--- src/rtl/rggen_apb_pkg.sv ---
//------------------------------------------------------------------------------
// Module  : rggen_apb_pkg
// Brief   : Shared types and helpers for the APB register access front end.
// Revision: 1.0 - initial release
//------------------------------------------------------------------------------
`default_nettype none

package rggen_apb_pkg;

    localparam int MAX_DATA_WIDTH   = 1024;
    localparam int MAX_STROBE_WIDTH = MAX_DATA_WIDTH / 8;

    typedef enum logic [1:0] {
        IDLE    = 2'd0,
        ACCESS  = 2'd1,
        RESPOND = 2'd2
    } apb_state_e;

    function automatic int byte_offset_width(input int data_width);
        return $clog2(data_width / 8);
    endfunction

    // Each strobe bit covers one byte lane; callers slice off the lanes they use.
    function automatic logic [MAX_DATA_WIDTH-1:0] expand_strobe(
        input logic [MAX_STROBE_WIDTH-1:0] strobe
    );
        logic [MAX_DATA_WIDTH-1:0] mask;
        mask = '0;
        for (int i = 0; i < MAX_STROBE_WIDTH; i++) begin
            mask[8*i +: 8] = {8{strobe[i]}};
        end
        return mask;
    endfunction

endpackage

`default_nettype wire

--- src/rtl/rggen_register_read_mux.sv ---
//------------------------------------------------------------------------------
// Module  : rggen_register_read_mux
// Brief   : Indexed selector returning one slot's read data, or zero on miss.
// Revision: 1.0 - initial release
//------------------------------------------------------------------------------
`default_nettype none

module rggen_register_read_mux #(
    parameter int DATA_WIDTH     = 32,
    parameter int REGISTER_COUNT = 4,
    parameter int INDEX_WIDTH    = 6
) (
    input  logic [INDEX_WIDTH-1:0]               index,
    input  logic                                 hit,
    input  logic [REGISTER_COUNT*DATA_WIDTH-1:0] read_data,
    output logic [DATA_WIDTH-1:0]                data
);

    always_comb begin
        data = '0;
        for (int i = 0; i < REGISTER_COUNT; i++) begin
            if (hit && (index == INDEX_WIDTH'(i))) begin
                data = read_data[i*DATA_WIDTH +: DATA_WIDTH];
            end
        end
    end

endmodule

`default_nettype wire

--- src/rtl/rggen_apb_register_access.sv ---
//------------------------------------------------------------------------------
// Module  : rggen_apb_register_access
// Brief   : APB4 slave turning bus transfers into one-cycle register strobes.
// Revision: 1.0 - initial release
//------------------------------------------------------------------------------
`default_nettype none

module rggen_apb_register_access
    import rggen_apb_pkg::*;
#(
    parameter int ADDRESS_WIDTH  = 8,
    parameter int DATA_WIDTH     = 32,
    parameter int REGISTER_COUNT = 4
) (
    input  logic                                 clk,
    input  logic                                 rst,
    input  logic                                 psel,
    input  logic                                 penable,
    input  logic                                 pwrite,
    input  logic [ADDRESS_WIDTH-1:0]             paddr,
    input  logic [DATA_WIDTH-1:0]                pwdata,
    input  logic [DATA_WIDTH/8-1:0]              pstrb,
    output logic                                 pready,
    output logic [DATA_WIDTH-1:0]                prdata,
    output logic                                 pslverr,
    output logic [REGISTER_COUNT-1:0]            o_write_access,
    output logic [REGISTER_COUNT-1:0]            o_read_access,
    output logic [DATA_WIDTH-1:0]                o_write_data,
    output logic [DATA_WIDTH-1:0]                o_write_mask,
    input  logic [REGISTER_COUNT*DATA_WIDTH-1:0] i_read_data
);

    localparam int OFFSET_WIDTH = byte_offset_width(DATA_WIDTH);
    localparam int INDEX_WIDTH  = ADDRESS_WIDTH - OFFSET_WIDTH;

    apb_state_e                 r_state;
    logic [INDEX_WIDTH-1:0]     r_index;
    logic                       r_hit;
    logic                       r_write;
    logic                       r_pready;
    logic                       r_pslverr;
    logic [DATA_WIDTH-1:0]      r_prdata;
    logic [DATA_WIDTH-1:0]      r_write_data;
    logic [DATA_WIDTH-1:0]      r_write_mask;

    logic [INDEX_WIDTH-1:0]     w_index;
    logic                       w_hit;
    logic [MAX_DATA_WIDTH-1:0]  w_mask_full;
    logic [DATA_WIDTH-1:0]      w_mask;
    logic [DATA_WIDTH-1:0]      w_read_data;
    logic                       w_access_cycle;

    assign w_index     = paddr[ADDRESS_WIDTH-1:OFFSET_WIDTH];
    assign w_hit       = (32'(w_index) < 32'(REGISTER_COUNT));
    assign w_mask_full = expand_strobe(MAX_STROBE_WIDTH'(pstrb));
    assign w_mask      = w_mask_full[DATA_WIDTH-1:0];

    // Byte-offset bits and unused strobe lanes are deliberately ignored.
    generate
        if (OFFSET_WIDTH > 0) begin : g_offset
            logic w_unused_offset;
            assign w_unused_offset = ^paddr[OFFSET_WIDTH-1:0];
        end
        if (DATA_WIDTH < MAX_DATA_WIDTH) begin : g_mask_hi
            logic w_unused_mask_hi;
            assign w_unused_mask_hi = |w_mask_full[MAX_DATA_WIDTH-1:DATA_WIDTH];
        end
    endgenerate

    rggen_register_read_mux #(
        .DATA_WIDTH     (DATA_WIDTH),
        .REGISTER_COUNT (REGISTER_COUNT),
        .INDEX_WIDTH    (INDEX_WIDTH)
    ) u_read_mux (
        .index     (r_index),
        .hit       (r_hit & ~r_write),
        .read_data (i_read_data),
        .data      (w_read_data)
    );

    always_ff @(posedge clk or posedge rst) begin
        if (rst) begin
            r_state      <= IDLE;
            r_index      <= '0;
            r_hit        <= 1'b0;
            r_write      <= 1'b0;
            r_pready     <= 1'b0;
            r_pslverr    <= 1'b0;
            r_prdata     <= '0;
            r_write_data <= '0;
            r_write_mask <= '0;
        end else begin
            case (r_state)
                IDLE: begin
                    if (psel && !penable) begin
                        r_index      <= w_index;
                        r_hit        <= w_hit;
                        r_write      <= pwrite;
                        r_write_data <= pwdata;
                        r_write_mask <= w_mask;
                        r_state      <= ACCESS;
                    end
                end
                ACCESS: begin
                    if (!psel) begin
                        r_state <= IDLE;
                    end else if (penable) begin
                        r_prdata  <= w_read_data;
                        r_pslverr <= ~r_hit;
                        r_pready  <= 1'b1;
                        r_state   <= RESPOND;
                    end
                end
                RESPOND: begin
                    r_pready <= 1'b0;
                    r_state  <= IDLE;
                end
                default: begin
                    r_pready <= 1'b0;
                    r_state  <= IDLE;
                end
            endcase
        end
    end

    // Strobes come straight from registered decode so they last exactly the access cycle.
    assign w_access_cycle = (r_state == ACCESS) && psel && penable && r_hit;

    always_comb begin
        o_write_access = '0;
        o_read_access  = '0;
        for (int i = 0; i < REGISTER_COUNT; i++) begin
            if (w_access_cycle && (r_index == INDEX_WIDTH'(i))) begin
                o_write_access[i] = r_write;
                o_read_access[i]  = ~r_write;
            end
        end
    end

    assign pready       = r_pready;
    assign pslverr      = r_pslverr;
    assign prdata       = r_prdata;
    assign o_write_data = r_write_data;
    assign o_write_mask = r_write_mask;

endmodule

`default_nettype wire

--- config.mk ---
export PLATFORM = sky130hd
export DESIGN_NAME = rggen_apb_register_access
export DESIGN_NICKNAME = d
export VERILOG_FILES = /design/src/rtl/rggen_apb_pkg.sv /design/src/rtl/rggen_register_read_mux.sv /design/src/rtl/rggen_apb_register_access.sv
export SDC_FILE = /design/constraint.sdc
export NUM_CORES = 1
export LEC_CHECK = 0
export BUFFER_PORTS_ARGS = -buffer_cell sky130_fd_sc_hd__buf_4
export CORE_MARGIN = 4
export CORE_UTILIZATION = 43
export DETAILED_ROUTE_END_ITERATION = 6
export GPL_ROUTABILITY_DRIVEN = 1
export HOLD_SLACK_MARGIN = 0.06
export PLACE_DENSITY = 0.81
export SETUP_SLACK_MARGIN = 0.02
export SLEW_MARGIN = 20
export SYNTH_ARGS = -nofsm -noshare
export SYNTH_HDL_FRONTEND = slang
export SYNTH_HIERARCHICAL = 1
export SYNTH_SLANG_ARGS = --single-unit
--- constraint.sdc ---
create_clock -name clk -period 3.35 [get_ports clk]
set_input_delay 0.8375 -clock clk [delete_from_list [all_inputs] [get_ports clk]]
set_output_delay 0.8375 -clock clk [all_outputs]
set_load 0.02 [all_outputs]
==> metrics, run 1 <==
status finished clean; RSZ-0062 raised after global routing no; Cell variety after synth 24; Hold EP o_write_data[28]$_DFFE_PP0P_; Power Total 2.852 mW; Core Box Area 0.009910 mm2; cell row count 36; Port Buffer Count 280; Max Root-Sink Buffers 2; Worst Hold Class flop to flop; area delta synth->final 48.30%; CTS root buffer clkbuf_8; worst-case reg-to-reg path depth 4; Seq/Total Area, Yosys 45.08%; syn_area_per_cell 15.00 um2; clock slew at reported path FFs 80 ps; r2r setup slk 1240 ps; chip height 109.6 um; DP Wirelength 9.877 mm; Leak 3.393 nW; FF+latch count, synth 80; Clock Latency Late Sink 350 ps; biggest area consumer among synthesized cells dfrtp_1; worst flop-to-flop path endpoint prdata[31]$_DFFE_PP0P_; Post-synth ARST share 100.0%; Critical Path RT 2510 ps; post-route ant nets 0; period utilisation layout 84.60%; top cells by area, synth dfrtp_1 45%, mux2_2 19%, mux4_2 15%, and3b_1 6.3%, buf_4 4.7%; Layout Cells excl Fill 683; DR pass1 iterations 4; critical path type flop to primary output; first-pass GRT wire length 18.42 mm; worst r2r src r_index[0]$_DFFE_PP0P_; CTS Hold Bufs 0; syn nets 473; max_cap viols 0; Crit Path Max Fanout 8; largest net degree at the start of global routing 44; Die Wd 109.6 um; clock skew 11.36 ps; ant diodes 0; Setup crit start kind flop; Remaining DRCs 0; Primary FF master, synth dfrtp_1; Final Setup Violations 0; DR iter-0 viols 91; Slew Limit Headroom 57.20%; I/O pin cnt 283; worst-margin pin slew 641.2 ps; CTS buffer count 9; count leader, synth dfrtp_1; # H-tree levels 3; Vias/cell 5.129; VDD IR max 0.0002106 V; WHS Path Cells 1; nets@finish 722; top cell type's share of synthesized area 45.08%; Initial Utilization 44.81%; Final Hold Vio Count 0; fmax 0.3528 GHz; area of the multi-input gates 0.002042 mm2; Tmin final 2834 ps; Worst Setup End Kind primary output; critical hold path startpoint o_write_data[28]$_DFFE_PP0P_; Post-CTS Setup Repair Bufs 0; DR vias 3503; Slew Viols, Final 0; initial antenna violation count 0; Mapped Cells 296; All-Layer GR Usage 20.03%; total grt overflow 0; clock sink count 80; DR WL/cell 17.94 um; CP Launch Point r_index[2]$_DFFE_PP0P_; Post-synth EDFFs 0; CTS tree built; FF/Latch Area 0.002003 mm2; DRT Wirelength 12.25 mm; DP Cell Count 667; layout cells sized above 1 74.91%; Design Area, Final 0.006585 mm2; Post-CTS Resized 0; Filler Cells Inserted 755; Ys Warns 6; critical path arrival 2000 ps; setup TNS 0 ps; commonest cells in the netlist 80 x dfrtp_1, 73 x mux2_2, 32 x and3b_1, 30 x mux4_2, 28 x buf_4; Post-DP Area 0.006406 mm2; routability cong. 0.7492; power per cell area 433.1 mW/mm2; Post-Syn Area 0.004441 mm2; vias in the first global route 3855; die area 0.01202 mm2
[critical path: stages (launching register included)]
cell	delay (ps)
dfrtp_1	420
or4_1	710
nor4_1	320
buf_4	210
[where the power goes]
part | total (mW) | switching (mW) | leakage [nW] | internal, mW
sequential | 1.15 | 0.0825 | 1.01 | 1.07
combinational | 1.05 | 0.473 | 2.29 | 0.576
clock | 0.649 | 0.371 | 0.0919 | 0.278
total | 2.85 | 0.927 | 3.39 | 1.92
[area by class of cell]
class                      count  area share [%]
clock buffer                   9           1.881
clock inverter                 7          0.8360
sequential                    80           30.42
timing repair buffer         288           33.02
tap                          133           2.527
inverter                       5          0.3040
multi-input combinational    161           31.01
[sequential cells by signal, summed over array words and instances, names as in the netlist]
name and cells:
prdata 32, o_write_data 32, r_hit 1, pready 1, o_write_mask 4, r_state 2
r_index 6, r_write 1, pslverr 1
[stage by stage]
stage / setup WS [ps] / hold slack, ps / utilization [%]
floorplan: 460.8 / 489.0 / -
global placement: 773.2 / 471.0 / 64.65
detailed placement: 708.6 / 478.2 / 64.65
CTS: 497.3 / 498.7 / 66.45
global route: 410.5 / 517.9 / 66.45
finish: 515.8 / 490.6 / 66.45
[metal layers]
metal / global-route usage, % / routed length, um
met1: 19.65 / 3990
met3: 5.050 / 1171
met4: 8.727 / 373
met5: 0 / 0
met2: 39.06 / 6717
[placed cells by master (no fill, tap or decap), drive strengths merged]
cell	count
and3b	32
buf	288
clkbuf	9
clkinv	4
clkinvlp	1
dfrtp	80
inv	7
mux2	76
mux2i	1
mux4	32
nand3	1
nand3b	2
nand4b	1
nor2b	1
nor3b	1
nor4	9
nor4b	2
o21ai	1
or3b	1
or4	1
[worst max-delay path by stage]
stage | end | slack [ps]
after global routing | o_write_access[2] | 410
after detailed placement | o_write_access[2] | 710
final | o_write_access[2] | 520
after floorplan | o_write_data[0]$_DFFE_PP0P_ | 460
after global placement | o_read_access[0] | 770
after CTS | o_write_access[2] | 500
[kinds of logic after synthesis]
family / Yosys count / share of synthesized area, %
AOI/OAI and AO/OA: 1 / 0.1126
buffers and inverters: 55 / 9.129
DFF: 80 / 45.08
muxes: 109 / 35.90
and+or+nand+nor: 51 / 9.777
Note: power is estimated with default switching activity, not from simulation.
==> inputs of run 2 (changes only) <==
clock period = 2.7 ns   (was 3.35 ns; I/O delays follow)
==> run 2 against run 1 <==
  * Sequential share of layout area is 0.28 points lower
  * Clock power is 46% higher
  * Die area stayed put
  * Core utilization is 0.62 points higher
  * Flip-flop and latch count stayed put
  * Via count is 1.2% lower
  * Highest routed layer unchanged
  * Largest power group unchanged
  * Critical endpoint unchanged
==> metrics, run 2 (synthesis results as in run 1) <==
status finished clean; die area 0.01202 mm2; CTS root buffer clkbuf_8; period utilisation layout 95.51%; fmax 0.3878 GHz; top cell family by delay on the critical path simple AND/OR/NAND/NOR gates; Critical Path RT 2030 ps; Vias/cell 5.061; clock sink count 80; r2r setup slk 880 ps; Worst Setup End Kind primary output; Clk pwr share 25.6%; Clock Latency Late Sink 340 ps; clock skew 9.680 ps; # H-tree levels 3; Net Sw Frac 30.19%; most frequent cells in the layout 287 x buf_4, 79 x dfrtp_1, 73 x mux2_2, 32 x and3b_1, 30 x mux4_2; routability cong. 0.8207; Port Buffer Count 280; max_cap viols 0; critical-path cell list or4_4, nor4_1, buf_4; layout cells sized above 1 74.77%; RSZ-0062 raised after global routing no; area delta synth->final 49.68%; most common cell after layout, fill and taps aside buf_4; critical path type flop to primary output; vias in the first global route 3784; Final Setup Violations 0; DR iter-0 viols 115; total grt overflow 0; Max Root-Sink Buffers 2; worst r2r src r_index[0]$_DFFE_PP0P_; pre-CTS worst setup slack 359.5 ps; initial antenna violation count 0; first-pass GRT wire length 18.36 mm; Initial Utilization 44.81%; DR WL/cell 18.00 um; Crit-path slowest cell or4_4; part of the power in combinational logic 35.6%; crit path buf inv count 1; Finished Core Util 67.07%; CTS tree built; internal power 2.578 mW; All-Layer GR Usage 19.96%; post-route ant nets 0; worst flop-to-flop path endpoint prdata[31]$_DFFE_PP0P_; Seq pwr share 38.7%; VDD IR max 0.0002698 V; DR vias 3462; DR pass1 iterations 4; clock slew at reported path FFs 80 ps; worst setup margin 121.3 ps; Slew Limit Headroom 60.99%; Crit Path Max Fanout 8; DP Wirelength 9.878 mm; ant diodes 0; power per cell area 555.6 mW/mm2; Leak 3.416 nW; critical path arrival 1900 ps; chip height 109.6 um; cell row count 36; Final Hold Vio Count 0; Die Wd 109.6 um; worst-margin pin slew 583.9 ps; Tmin final 2579 ps; setup TNS 0 ps; Slew Viols, Final 0; Core Box Area 0.009910 mm2; crit-path max cell delay 620 ps; Setup crit start kind flop; Worst Hold Class input port to asynchronous set/reset pin; worst-case reg-to-reg path depth 4; Remaining DRCs 0; DRT Wirelength 12.31 mm; I/O pin cnt 283; CTS buffer count 9; nets@finish 723; Net Sw Power 1.115 mW; largest net degree at the start of global routing 37
run 2: worst reg2reg max path, stage by stage, from the launching register on:
cell and delay (ps):
dfrtp_2 390, buf_12 250, mux4_1 610, and3b_1 200, mux2_2 260
run 2: final cells by class:
type                    count  area (um2)
fillers                   731        3263
repair buffers            289        2195
multi-input cells         161        2046
flip-flops and latches     80        2003
well taps                 133       166.4
clock buffers              11       131.4
clock inverters             5       82.58
inverters                   5       22.52
run 2: layer usage:
layer / up-vias / routed length [um] / GRT usage [%]
met4: 0 / 223 / 7.480
met5: - / 0 / 0
li1: 1583 / - / -
met1: 1685 / 4003 / 20.15
met2: 181 / 6943 / 39.06
met3: 13 / 1142 / 4.815
run 2: power groups by stage:
| stage | Combinational, mW | Sequential (mW) | Clock (mW) |
|---|---|---|---|
| final | 1.32 | 1.43 | 0.947 |
| after global routing | 1.40 | 1.45 | 1.03 |
| after CTS | 1.34 | 1.43 | 0.978 |
| after detailed placement | 1.33 | 1.46 | 0 |
| after global placement | 1.31 | 1.44 | 0 |
| after floorplan | 0.744 | 1.58 | 0 |
run 2: worst max path at each step:
stage	from	endpoint	slack [ps]	cells after the start
final	r_index[2]$_DFFE_PP0P_	o_write_access[2]	120	3
after global routing	r_index[2]$_DFFE_PP0P_	o_write_access[2]	30	3
after CTS	r_index[2]$_DFFE_PP0P_	o_read_access[3]	110	3
after detailed placement	penable	o_read_access[3]	360	4
after global placement	penable	o_write_access[0]	440	4
after floorplan	psel	o_read_access[0]	150	3
run 2: timing repair:
action                                  CTS  global route
endpoints found under the setup margin    3             0
hold buffers                              0             0
setup buffers                             0             0
resized for setup                         1             0
run 2: stage by stage:
stage	hold WS [ps]	total power, mW	area (um2)	std cells
2_1_floorplan	489.0	2.324	4444	296
3_3_place_gp	474.4	2.759	6429	668
3_5_place_dp	476.0	2.789	6429	668
4_1_cts	406.4	3.748	6646	684
5_1_grt	428.6	3.887	6646	684
6_report	388.3	3.693	6646	684
